**src/rtl/alu_share_arbiter.sv**
```systemverilog
// ---------------------------------------------------------------------------
// alu_share_arbiter
//
// Purpose:
//   Lets NUM_REQ requesters share one combinational 32-bit integer ALU.
//   - Grants rotate round-robin.
//   - The winner's opcode and operands drive the ALU.
//   - The ALU result is captured into a single-entry response register,
//     tagged with the ID of the requester that owns it.
//   - Throughput is one operation per cycle and latency is one cycle.
//   - Opcodes pass through unmodified. There is no error flag.
//
// Ports:
//   i_clk          clock; all state updates on the rising edge
//   i_rst          synchronous active-high reset
//   i_req_valid    per-requester request valid
//   o_req_ready    per-requester accept (combinational, at most one bit set)
//   i_req_op       packed 4-bit opcodes {funct7[5],funct3}, requester k at [4k+3:4k]
//   i_req_a        packed operand A, requester k at [32k+31:32k]
//   i_req_b        packed operand B, same packing as operand A
//   o_alu_op       opcode to the shared ALU (ADD when idle)
//   o_alu_a        operand A to the ALU (0 when idle)
//   o_alu_b        operand B to the ALU (0 when idle)
//   i_alu_result   combinational ALU result
//   o_rsp_valid    response register holds a result
//   o_rsp_id       index of the requester owning the response
//   o_rsp_result   registered ALU result
//   i_rsp_ready    consumer accepts the response
// ---------------------------------------------------------------------------
module alu_share_arbiter #(
   parameter int NUM_REQ = 3,
   parameter int ID_W    = 2
) (
   input  logic                    i_clk,
   input  logic                    i_rst,
   input  logic [NUM_REQ-1:0]      i_req_valid,
   output logic [NUM_REQ-1:0]      o_req_ready,
   input  logic [4*NUM_REQ-1:0]    i_req_op,
   input  logic [32*NUM_REQ-1:0]   i_req_a,
   input  logic [32*NUM_REQ-1:0]   i_req_b,
   output logic [3:0]              o_alu_op,
   output logic [31:0]             o_alu_a,
   output logic [31:0]             o_alu_b,
   input  logic [31:0]             i_alu_result,
   output logic                    o_rsp_valid,
   output logic [ID_W-1:0]         o_rsp_id,
   output logic [31:0]             o_rsp_result,
   input  logic                    i_rsp_ready
);

   logic [ID_W-1:0]      r_rr_ptr;
   logic                 r_rsp_valid;
   logic [ID_W-1:0]      r_rsp_id;
   logic [31:0]          r_rsp_result;

   logic [2*NUM_REQ-1:0] w_dbl;
   logic [NUM_REQ-1:0]   w_rot;
   logic                 w_found;
   logic [ID_W-1:0]      w_win;
   logic [ID_W:0]        w_sum;
   logic [ID_W-1:0]      w_win_next;
   logic [NUM_REQ-1:0]   w_grant;
   logic                 w_can_accept;
   logic                 w_accept;

   // Rotate the valid vector so that bit 0 corresponds to r_rr_ptr.
   // The first set bit is then the round-robin winner.
   assign w_dbl = {i_req_valid, i_req_valid};
   assign w_rot = NUM_REQ'(w_dbl >> r_rr_ptr);

   // Translate the rotated position back to a requester index.
   // The index is (rr_ptr + i) mod NUM_REQ.
   always_comb begin
      w_found = 1'b0;
      w_win   = '0;
      w_sum   = '0;
      for (int i = 0; i < NUM_REQ; i++) begin
         if (!w_found && w_rot[i]) begin
            w_found = 1'b1;
            w_sum   = {1'b0, r_rr_ptr} + (ID_W+1)'(i);
            if (w_sum >= (ID_W+1)'(NUM_REQ)) begin
               w_sum = w_sum - (ID_W+1)'(NUM_REQ);
            end
            w_win = w_sum[ID_W-1:0];
         end
      end
   end

   // Winner's fields drive the ALU whether or not the slot is free.
   // With no winner the ALU sees ADD 0,0 so it stays quiet.
   always_comb begin
      o_alu_op = '0;
      o_alu_a  = '0;
      o_alu_b  = '0;
      w_grant  = '0;
      for (int k = 0; k < NUM_REQ; k++) begin
         if (w_found && (w_win == ID_W'(k))) begin
            o_alu_op   = i_req_op[4*k +: 4];
            o_alu_a    = i_req_a[32*k +: 32];
            o_alu_b    = i_req_b[32*k +: 32];
            w_grant[k] = 1'b1;
         end
      end
   end

   // The response register drains and refills in the same cycle.
   assign w_can_accept = !r_rsp_valid || i_rsp_ready;
   assign w_accept     = w_found && w_can_accept && !i_rst;
   assign o_req_ready  = w_accept ? w_grant : '0;

   assign w_win_next = (w_win == ID_W'(NUM_REQ-1)) ? '0 : w_win + 1'b1;

   // Response stage: capture ALU result at the accept edge.
   always_ff @(posedge i_clk) begin
      if (i_rst) begin
         r_rr_ptr     <= '0;
         r_rsp_valid  <= 1'b0;
         r_rsp_id     <= '0;
         r_rsp_result <= '0;
      end else if (w_accept) begin
         r_rr_ptr     <= w_win_next;
         r_rsp_valid  <= 1'b1;
         r_rsp_id     <= w_win;
         r_rsp_result <= i_alu_result;
      end else if (i_rsp_ready) begin
         r_rsp_valid  <= 1'b0;
      end
   end

   assign o_rsp_valid  = r_rsp_valid;
   assign o_rsp_id     = r_rsp_id;
   assign o_rsp_result = r_rsp_result;

endmodule
```
**config.mk**
```make
export PLATFORM = sky130hd
export DESIGN_NAME = alu_share_arbiter
export DESIGN_NICKNAME = d
export VERILOG_FILES = /design/src/rtl/alu_share_arbiter.sv
export SDC_FILE = /design/constraint.sdc
export NUM_CORES = 1
export LEC_CHECK = 0
export CAP_MARGIN = 20
export CORE_AREA = 2 2 133 135
export CTS_BUF_LIST = sky130_fd_sc_hd__clkbuf_8
export DETAILED_ROUTE_END_ITERATION = 12
export DIE_AREA = 0 0 135 137
export DONT_BUFFER_PORTS = 1
export PLACE_DENSITY = 0.3
export SYNTH_ARGS = -nofsm -noshare
export SYNTH_HDL_FRONTEND = slang
export SYNTH_SLANG_ARGS = --single-unit
export TNS_END_PERCENT = 100
```
**constraint.sdc**
```tcl
create_clock -name i_clk -period 2.7 [get_ports i_clk]
set_clock_uncertainty 0.15 [all_clocks]
set_input_delay 0.135 -clock i_clk [delete_from_list [all_inputs] [get_ports i_clk]]
set_output_delay 0.135 -clock i_clk [all_outputs]
set_load 0.005 [all_outputs]
```
==> results of run 1 <==
==> per-layer routing <==
metal	wire length [um]	track usage, %	up-vias	part of all wire (%)
met4	295	3.30	0	2.0
met3	1260	2.70	16	8.7
met2	7140	21.7	219	49
li1	-	-	1607	-
met1	5780	15.3	1589	40
met5	0	0	-	0
==> what timing repair did <==
item | in CTS | in global routing
gates cloned | 8 | 9
hold buffers | 36 | 0
pin swaps | 2 | 1
gates resized for setup | 27 | 76
endpoints found under the setup margin | 70 | 71
endpoints found under the hold margin | 37 | 0
setup buffers | 3 | 3
==> worst min path at each step <==
stage / startpoint / end / slack [ns]
after global placement: i_rst / o_rsp_valid / 0.06
after global routing: i_req_a[93] / o_alu_a[29] / 0.24
after detailed placement: i_rst / o_rsp_valid / 0.06
after floorplan: i_alu_result[0] / o_rsp_result[0] / 0.09
final: i_req_a[67] / o_alu_a[3] / 0.23
after CTS: i_req_a[67] / o_alu_a[3] / 0.23
==> flip-flops by register name, summed over array words and instances (netlist names) <==
| register | cells |
|---|---|
| o_rsp_result | 32 |
| o_rsp_id | 2 |
| r_rr_ptr | 2 |
| o_rsp_valid | 1 |
==> through the flow <==
step	TNS (ns)	setup slack (ns)	hold slack (ns)
final	-0.00280	-0.00280	0.234
after global routing	-5.09	-0.131	0.242
after CTS	-0.00403	-0.00108	0.233
after detailed placement	0	0.0678	0.0614
after global placement	0	0.114	0.0604
after floorplan	0	0.389	0.0936
==> placed cells by master (no fill, tap or decap), types with 2 or more instances in the layout <==
master,n
dlygate4sd3_1,35
nor4_1,2
clkbuf_8,5
nand2_1,34
nor3_1,2
o21ai_4,2
nor3b_2,2
mux2i_1,55
buf_8,2
buf_6,2
mux2i_2,12
dfxtp_1,35
nand3_2,2
buf_12,8
buf_16,8
nand2b_1,37
o21ai_2,45
nor2_1,2
ha_1,4
o21ai_1,22
inv_1,3
buf_4,14
nand3_1,66
o21ai_0,33
mux2i_4,6
clkbuf_16,8
==> layout make-up <==
cell class	instances	area, um^2
Fill cell	1843	12300
Tap cell	225	282
Clock buffer	5	68.8
Antenna cell	1	2.50
Sequential cell	37	746
Multi-Input combinational cell	338	2470
Inverter	3	11.3
Clock inverter	3	42.5
Timing Repair Buffer	77	1090
==> cell families after synthesis <==
family / after synthesis / share of synthesized area (%)
DFF: 37 / 23.7
AOI/OAI and AO/OA: 108 / 18.0
adders and majority gates: 4 / 1.60
and+or+nand+nor: 152 / 24.9
muxes: 74 / 23.7
buffers and inverters: 46 / 8.09
==> worst max-delay path, stage by stage, from the launching register on <==
cell	delay, ns
dfxtp_4	0.39
buf_4	0.14
mux2i_1	0.19
mux2i_1	0.11
and2_1	0.17
a221o_2	0.34
or2_4	0.33
buf_12	0.18
o21ai_2	0.16
buf_4	0.13
==> where the power goes <==
group	internal, mW	switching [mW]	leakage [nW]
logic	2.57	2.60	1.50
clock network	0.274	0.205	0.0595
registers	0.618	0.0730	0.309
==> metrics.txt, run 1 <==
status=finished with violations; failing checks=setup timing; first-pass GRT wire length=roughly 18 mm; Worst VDD drop=roughly 0.0007 V; RD Place Congestion=~0.69; Crit Path Max Fanout=14; initial antenna violation count=1; non-filler instance count after layout=roughly 690; top-area cell type share of the netlist area=23.7%; TritonRoute pass-1 iters=4; Post-synth EDFFs=0; die width=roughly 140 um; Hold Fails Final Rpt=0; Synth cell types=29; Syn. warnings=0; Cell Area, Placed=between 3000 and 4000 um^2; fin crit period=around 2.7 ns; Vias=around 3400; chip height=~140 um; number of synthesized register bits=37; register-to-register setup slack=0.36 ns; layout cells sized above 1=a little over a quarter; Synth Flop Type=dfxtp_1; Syn Inst Count=approximately 420; Worst Hold Class=in2out; asr flop ratio synth=0%; CTS buffer count=5; initial DRC count=between 100 and 150; total grt overflow=0; routed vias/inst=~5; post-route cell area=4710 um^2; Area Growth Syn to Fin=50.7%; Worst Path Required=between 2 and 2.5 ns; Slew Limit Headroom=between 60% and 70%; Inst Count DP=621; register area share after synthesis=between 20% and 30%; core area=about 17000 um^2; Core Util, Final=between 20% and 30%; die area=18500 um^2; I/O Buffers=0; total track usage=between 10% and 20%; CP Capture Type=output pin; syn_nets=around 670; CP arrival=~2.4 ns; vias in the first global route=3074; critical path class=reg2out; Setup crit start kind=register; Worst-Margin Slew=~0.52 ns; cell taking the most area after synthesis=dfxtp_1; pin count of the biggest net entering global routing=74; routed len/inst=about 21 um; setup ws final=-0.00280 ns; Post-DP HPWL=9.83 mm; CP endpoint=o_alu_b[16]; count leader, synth=mux2i_1; FF-to-FF Start=r_rr_ptr[1]; Power Density=between 1000 and 1500 nW/um^2; clock tree buffer depth=2; remaining antenna violation count after routing=0; Commonest cells post-synth=mux2i_1 (73), o21ai_1 (69), nand3_1 (68); Nets=between 700 and 800; Starting Density=roughly 18%; Clock Latency Late Sink=between 0.2 and 0.3 ns; Overall Power=around 6.3 mW; Final Max Tran Viols=0; io pins=348; H-tree Lvls=2; DRC viols=0; Reg2Reg Capture Point=r_rr_ptr[1]; FMAX=approximately 370 MHz; Mapped Area=3120 um^2; max cap viols=0; r2r worst-path depth=10; final setup violation count=1; Synth area leaders=dfxtp_1 (24%), mux2i_1 (23%), o21ai_1 (11%), nand3_1 (11%), nand2b_1 (7.4%); syn avg cell area=approximately 7.4 um^2; Root Buffer=clkbuf_8; RSZ-0062 raised after global routing=true; row cnt=48; Critical Path Source=r_rr_ptr[1]; TritonCTS clock tree=built; leakage=1.87 nW; final period utilization=100%; clock-pin transition on the worst setup and hold timing paths=~0.070 ns; hold depth=2; Total Wirelength=between 10 and 15 mm; Sink Count=37
No activity file was read; power rests on OpenSTA's default activity.
==> inputs of run 2 (changes only) <==
- ABC_AREA: default -> 1
- CORE_AREA: 2 2 133 135 -> 2 2 135 137
- DIE_AREA: 0 0 135 137 -> 0 0 137 139
==> run 2 against run 1 <==
Compared with the run above: the flow now finishes without violations; sequential share of layout area is 4.1 points higher; global-route usage rose by 0.34 points; clock power grew 6.3%; sequential power up 10%; final cell count increased by 11%; critical path type unchanged; largest cell class unchanged.
==> metrics.txt, run 2 <==
status=finished, final reports clean; Multi-input gate area=a little over 2000 um^2; Power Density=~1100 nW/um^2; Inst Count DP=just over 700; Total Wirelength=roughly 13 mm; Mapped Area=roughly 3000 um^2; slowest cell delay on critical path=roughly 0.4 ns; Synth Area in XOR/XNOR=0%; Fill cells=between 2000 and 2500; FMAX=~400 MHz; clock tree buffer depth=2; Critical Path Source=r_rr_ptr[0]; row cnt=just under 50; Starting Density=17.2%; FF+latch area=roughly 740 um^2; minimum hold slack=0.237 ns; TritonCTS clock tree=built; Nets=approximately 780; Final Max Tran Viols=0; asr flop ratio synth=0%; TNS Setup=0 ns; final period utilization=between 90% and 100%; RSZ-0062 raised after global routing=false; Worst VDD drop=~0.00053 V; WP buf/inv=3; syn avg cell area=approximately 5.8 um^2; core area=17700 um^2; Syn. warnings=0; vias in the first global route=3516; Post-synth EDFFs=0; top-area cell type share of the netlist area=between 20% and 30%; fin crit period=~2.5 ns; total grt overflow=0; max cap viols=0; Crit Path Max Fanout=46; die area=19000 um^2; Syn Inst Count=around 530; CP arrival=between 2 and 2.5 ns; CP top delay family=simple AND/OR/NAND/NOR gates; initial antenna violation count=0; first-pass GRT wire length=around 19 mm; most common cell after layout, fill and taps aside=nand2_1; Diodes inserted=0; Post-Synth Adder-Cell Area=under 10%; slowest cell on the critical path=dfxtp_2; io pins=348; Synth cell types=18; register area share after synthesis=24.5%; Compound-Gate Fraction of Synth Area=0.826%; final setup violation count=0; count leader, synth=nand2_1; Slew Limit Headroom=53.8%; routed len/inst=between 15 and 20 um; clock-pin transition on the worst setup and hold timing paths=roughly 0.080 ns; CTS buffer count=5; most frequent cells in the layout=nand2_1 (225), nand3_1 (111), nand4_1 (69), dfxtp_1 (35), dlygate4sd3_1 (34); RD Place Congestion=about 0.84; FF-to-FF Start=r_rr_ptr[0]; number of flip-flops under the largest register name=32; Worst Hold Class=in2out; Setup crit start kind=register; leakage=1.65 nW; chip height=between 100 and 150 um; Overall Power=roughly 4 mW; Worst Path Required=about 2.4 ns; CP Capture Type=output pin; die width=roughly 140 um; simple-gate share of the synthesized area=between 60% and 70%; layout cells sized above 1=under 10%; Synth area leaders=nand2_1 (28%), dfxtp_1 (24%), nand3_1 (19%), nand4_1 (14%), clkbuf_1 (3.0%); DRC viols=0; Hold Fails Final Rpt=0; most used cell, CP=nand2_1; post-synthesis mux area share=0%; Core Util, Final=21.1%; initial DRC count=170; syn_nets=roughly 770; total track usage=around an eighth; TritonRoute pass-1 iters=5; Synth Flop Type=dfxtp_1; Clock Latency Late Sink=approximately 0.29 ns; Post-DP HPWL=roughly 10 mm; I/O Buffers=0; critical path class=reg2out; Worst-Margin Slew=around 0.7 ns; cell taking the most area after synthesis=nand2_1; Sink Count=37; Root Buffer=clkbuf_8; Area Growth Syn to Fin=23.0%; routed vias/inst=a little under 5; Hold Crit Start=i_req_a[66]; non-filler instance count after layout=approximately 770; Commonest cells post-synth=nand2_1 (225), nand3_1 (112), nand4_1 (69); CP Cell Sequence=inv_2, ha_1, nand3_1, nand2_1, inv_1, nand2_1, nor2_4, buf_12, nand2_1, nand3_1; pin count of the biggest net entering global routing=47; number of synthesized register bits=37; Vias=about 3700; H-tree Lvls=2; remaining antenna violation count after routing=0; largest family of logic cells by synthesized area=simple AND/OR/NAND/NOR gates
-- run 2: per-stage QoR --
stage	area, um^2	setup slack (ns)
CTS	3700	0.00857
global placement	3240	0.322
floorplan	3030	0.651
finish	3730	0.214
detailed placement	3240	0.314
global route	3730	0.00127
-- run 2: timing repair --
| action | in CTS | in global routing |
|---|---|---|
| hold buffers | 34 | 0 |
| endpoints found under the hold margin | 36 | 0 |
| resized for setup | 1 | 7 |
| buffers inserted | 0 | 0 |
| setup endpoints to repair | 1 | 50 |
-- run 2: cell type report --
type / count / share of cell area (%)
flip-flops and latches: 37 / 19.9
multi-input cells: 429 / 54.4
well taps: 229 / 7.69
clock inverters: 2 / 1.01
clock buffers: 6 / 2.22
inverters: 16 / 1.61
repair buffers: 47 / 13.2
-- run 2: path summary, 6_finish.rpt --
path,to,slack (ns),cells after the start
setup / recovery,o_alu_b[29],0.21,10
hold / removal,o_alu_a[2],0.24,2
setup reg to reg,r_rr_ptr[0],0.60,9
hold reg to reg,o_rsp_result[26],0.34,2
-- run 2: kinds of logic (layout without fill, tap and decap cells) --
group | count (synthesis) | count (layout)
AO/OA/AOI/OAI | 5 | 5
flip-flops | 37 | 37
AND/OR/NAND/NOR | 420 | 420
buffers and inverters | 60 | 71
adder cells (fa/ha/maj) | 4 | 4
-- run 2: worst register-to-register path, stage by stage, from the launching register on --
cell and delay, ns:
dfxtp_2 0.37, inv_2 0.12, nand2_1 0.11, nand3_2 0.11, nand2_2 0.08, nand4_1 0.14
nand2_1 0.10, inv_2 0.46, nand3_1 0.23, a21oi_1 0.16
-- run 2: metal layers --
| metal | wire length, um | track usage (%) | up-vias |
|---|---|---|---|
| met5 | 0 | 0 | - |
| met4 | 163 | 2.71 | 0 |
| met3 | 1300 | 4.24 | 15 |
| met2 | 6740 | 23.2 | 186 |
| met1 | 5100 | 14.1 | 1691 |
| li1 | - | - | 1798 |
-- run 2: where the power goes --
| part | internal [mW] | switching (mW) |
|---|---|---|
| Sequential | 0.658 | 0.103 |
| Combinational | 0.859 | 1.95 |
| Clock | 0.300 | 0.209 |
| Total | 1.82 | 2.26 |
==> inputs of run 3 (changes only) <==
- ABC_AREA: 1 -> 0
- CORE_AREA: 2 2 135 137 -> 2 2 133 135
- DIE_AREA: 0 0 137 139 -> 0 0 135 137
- MAX_ROUTING_LAYER: default -> met4
==> run 3 against run 2 <==
Compared with the run above: the flow now finishes with violations (setup timing); die area is 2.9% lower; sequential power decreased by 9.2%; sequential cell count stayed put; final cell count shrank 10%; global-route usage about the same; setup slack lost 0.22 ns; hold slack got worse by 0.0016 ns; critical path depth is 1 lower; design area rose by 25%; utilization up 6.2 points; critical path type unchanged; largest cell class unchanged.
==> metrics.txt, run 3 (synthesis results as in run 1) <==
fin crit period=roughly 2.7 ns; status=finished with violations; TritonRoute pass-1 iters=4; max cap viols=0; remaining antenna violation count after routing=0; Worst Path Required=2.41 ns; DRC viols=0; failing checks=setup timing; core area=17100 um^2; Root Buffer=clkbuf_8; Power Density=around 1300 nW/um^2; RD Place Congestion=0.696; chip height=roughly 140 um; clock-pin transition on the worst setup and hold timing paths=0.07 ns; TritonCTS clock tree=built; die area=approximately 18000 um^2; Starting Density=between 15 and 20%; Crit Path Max Fanout=14; routed vias/inst=5.02; Diodes inserted=0; Area Growth Syn to Fin=49.3%; Sink Count=37; critical path class=reg2out; clock tree buffer depth=2; number of flip-flops under the largest register name=32; CP Capture Type=output pin; final setup violation count=1; RSZ-0062 raised after global routing=true; vias in the first global route=3084; Hold Fails Final Rpt=0; pin count of the biggest net entering global routing=between 70 and 80; final period utilization=100%; first-pass GRT wire length=approximately 18 mm; initial antenna violation count=0; most common cell after layout, fill and taps aside=nand3_1; io pins=around 350; Total Wirelength=roughly 15 mm; FMAX=369 MHz; Nets=706; die width=approximately 140 um; Setup crit start kind=register; TNS Setup=-0.00687 ns; initial DRC count=between 100 and 150; dpl ws=0.0678 ns; met1 WL=between 5 and 6 mm; Slew Limit Headroom=65.8%; CTS buffer count=5; I/O Buffers=0; met2 WL=7.08 mm; layout cells sized above 1=between 20 and 30%; leakage=between 1.5 and 2 nW; Top Layer Used=met4; met3 WL post-DR=roughly 1.3 mm; Worst Hold Class=in2out; Clock Latency Late Sink=~0.28 ns; most frequent cells in the layout=nand3_1 (66), mux2i_1 (54), o21ai_2 (46), nand2b_1 (37); setup ws final=-0.00687 ns; CP arrival=2.42 ns; Worst-Margin Slew=approximately 0.51 ns; H-tree Lvls=2; row cnt=48; Final Max Tran Viols=0; Post-DP HPWL=9.83 mm; Overall Power=approximately 6.3 mW; total track usage=12.7%; total grt overflow=0; Vias=roughly 3400; Worst VDD drop=0.000522 V; routed len/inst=roughly 21 um
## run 3: cell types whose count changed in the layout (fill, tap and decap cells not counted), sizes merged, moves of 37 or more
| cell | delta |
|---|---|
| nand2 | -192 |
| nand2b | +37 |
| nand4 | -69 |
| nand3 | -46 |
| mux2i | +73 |
| o21ai | +102 |
## run 3: final timing paths
path                        start               to  slack (ns)  depth (start not counted)
hold / removal        i_req_b[79]      o_alu_b[15]        0.24                          2
setup reg to reg      r_rr_ptr[1]      r_rr_ptr[1]        0.38                         10
hold reg to reg   o_rsp_result[9]  o_rsp_result[9]        0.35                          2
setup / recovery      r_rr_ptr[1]      o_alu_b[16]      -0.007                          9
## run 3: cell type report
type,count,area [um^2]
multi-input combinational,338,2470
timing repair buffer,75,1040
fill,1840,12400
clock buffer,5,68.8
tap,225,282
inverter,3,11.3
clock inverter,3,42.5
sequential,37,746
## run 3: power by group
group / switching, mW / internal, mW
Sequential: 0.0727 / 0.618
Clock: 0.209 / 0.274
Combinational: 2.60 / 2.48
Total: 2.89 / 3.37
## run 3: critical path, cell delays in order, from the launching register on
cell     delay, ns
dfxtp_4       0.39
buf_4         0.14
mux2i_1       0.19
mux2i_1       0.11
and2_1        0.17
a221o_2       0.34
or2_4         0.33
buf_12        0.18
o21ai_2       0.16
buf_4         0.13
## run 3: what timing repair did
action                                 CTS  global route
setup buffers                            3             2
endpoints found under the hold margin   37             0
hold buffers                            36             0
pin swaps                                2             2
cloned                                   8             8
resized for setup                       27            80
setup endpoints to repair               70            71
## run 3: routing by layer
layer | vias up | GRT usage [%]
li1 | 1595 | -
met1 | 1594 | 15.4
met2 | 233 | 21.5
met3 | 21 | 2.67
met4 | 0 | 3.41
met5 | - | -
## run 3: per-stage QoR
stage | hold WS, ns | area (um^2) | std cells | util, %
2_1_floorplan | 0.0936 | 3120 | 421 | -
3_3_place_gp | 0.0604 | 3370 | 621 | 19.7
3_5_place_dp | 0.0614 | 3370 | 621 | 19.7
4_1_cts | 0.233 | 4190 | 676 | 24.5
5_1_grt | 0.242 | 4660 | 686 | 27.3
6_report | 0.236 | 4660 | 686 | 27.3
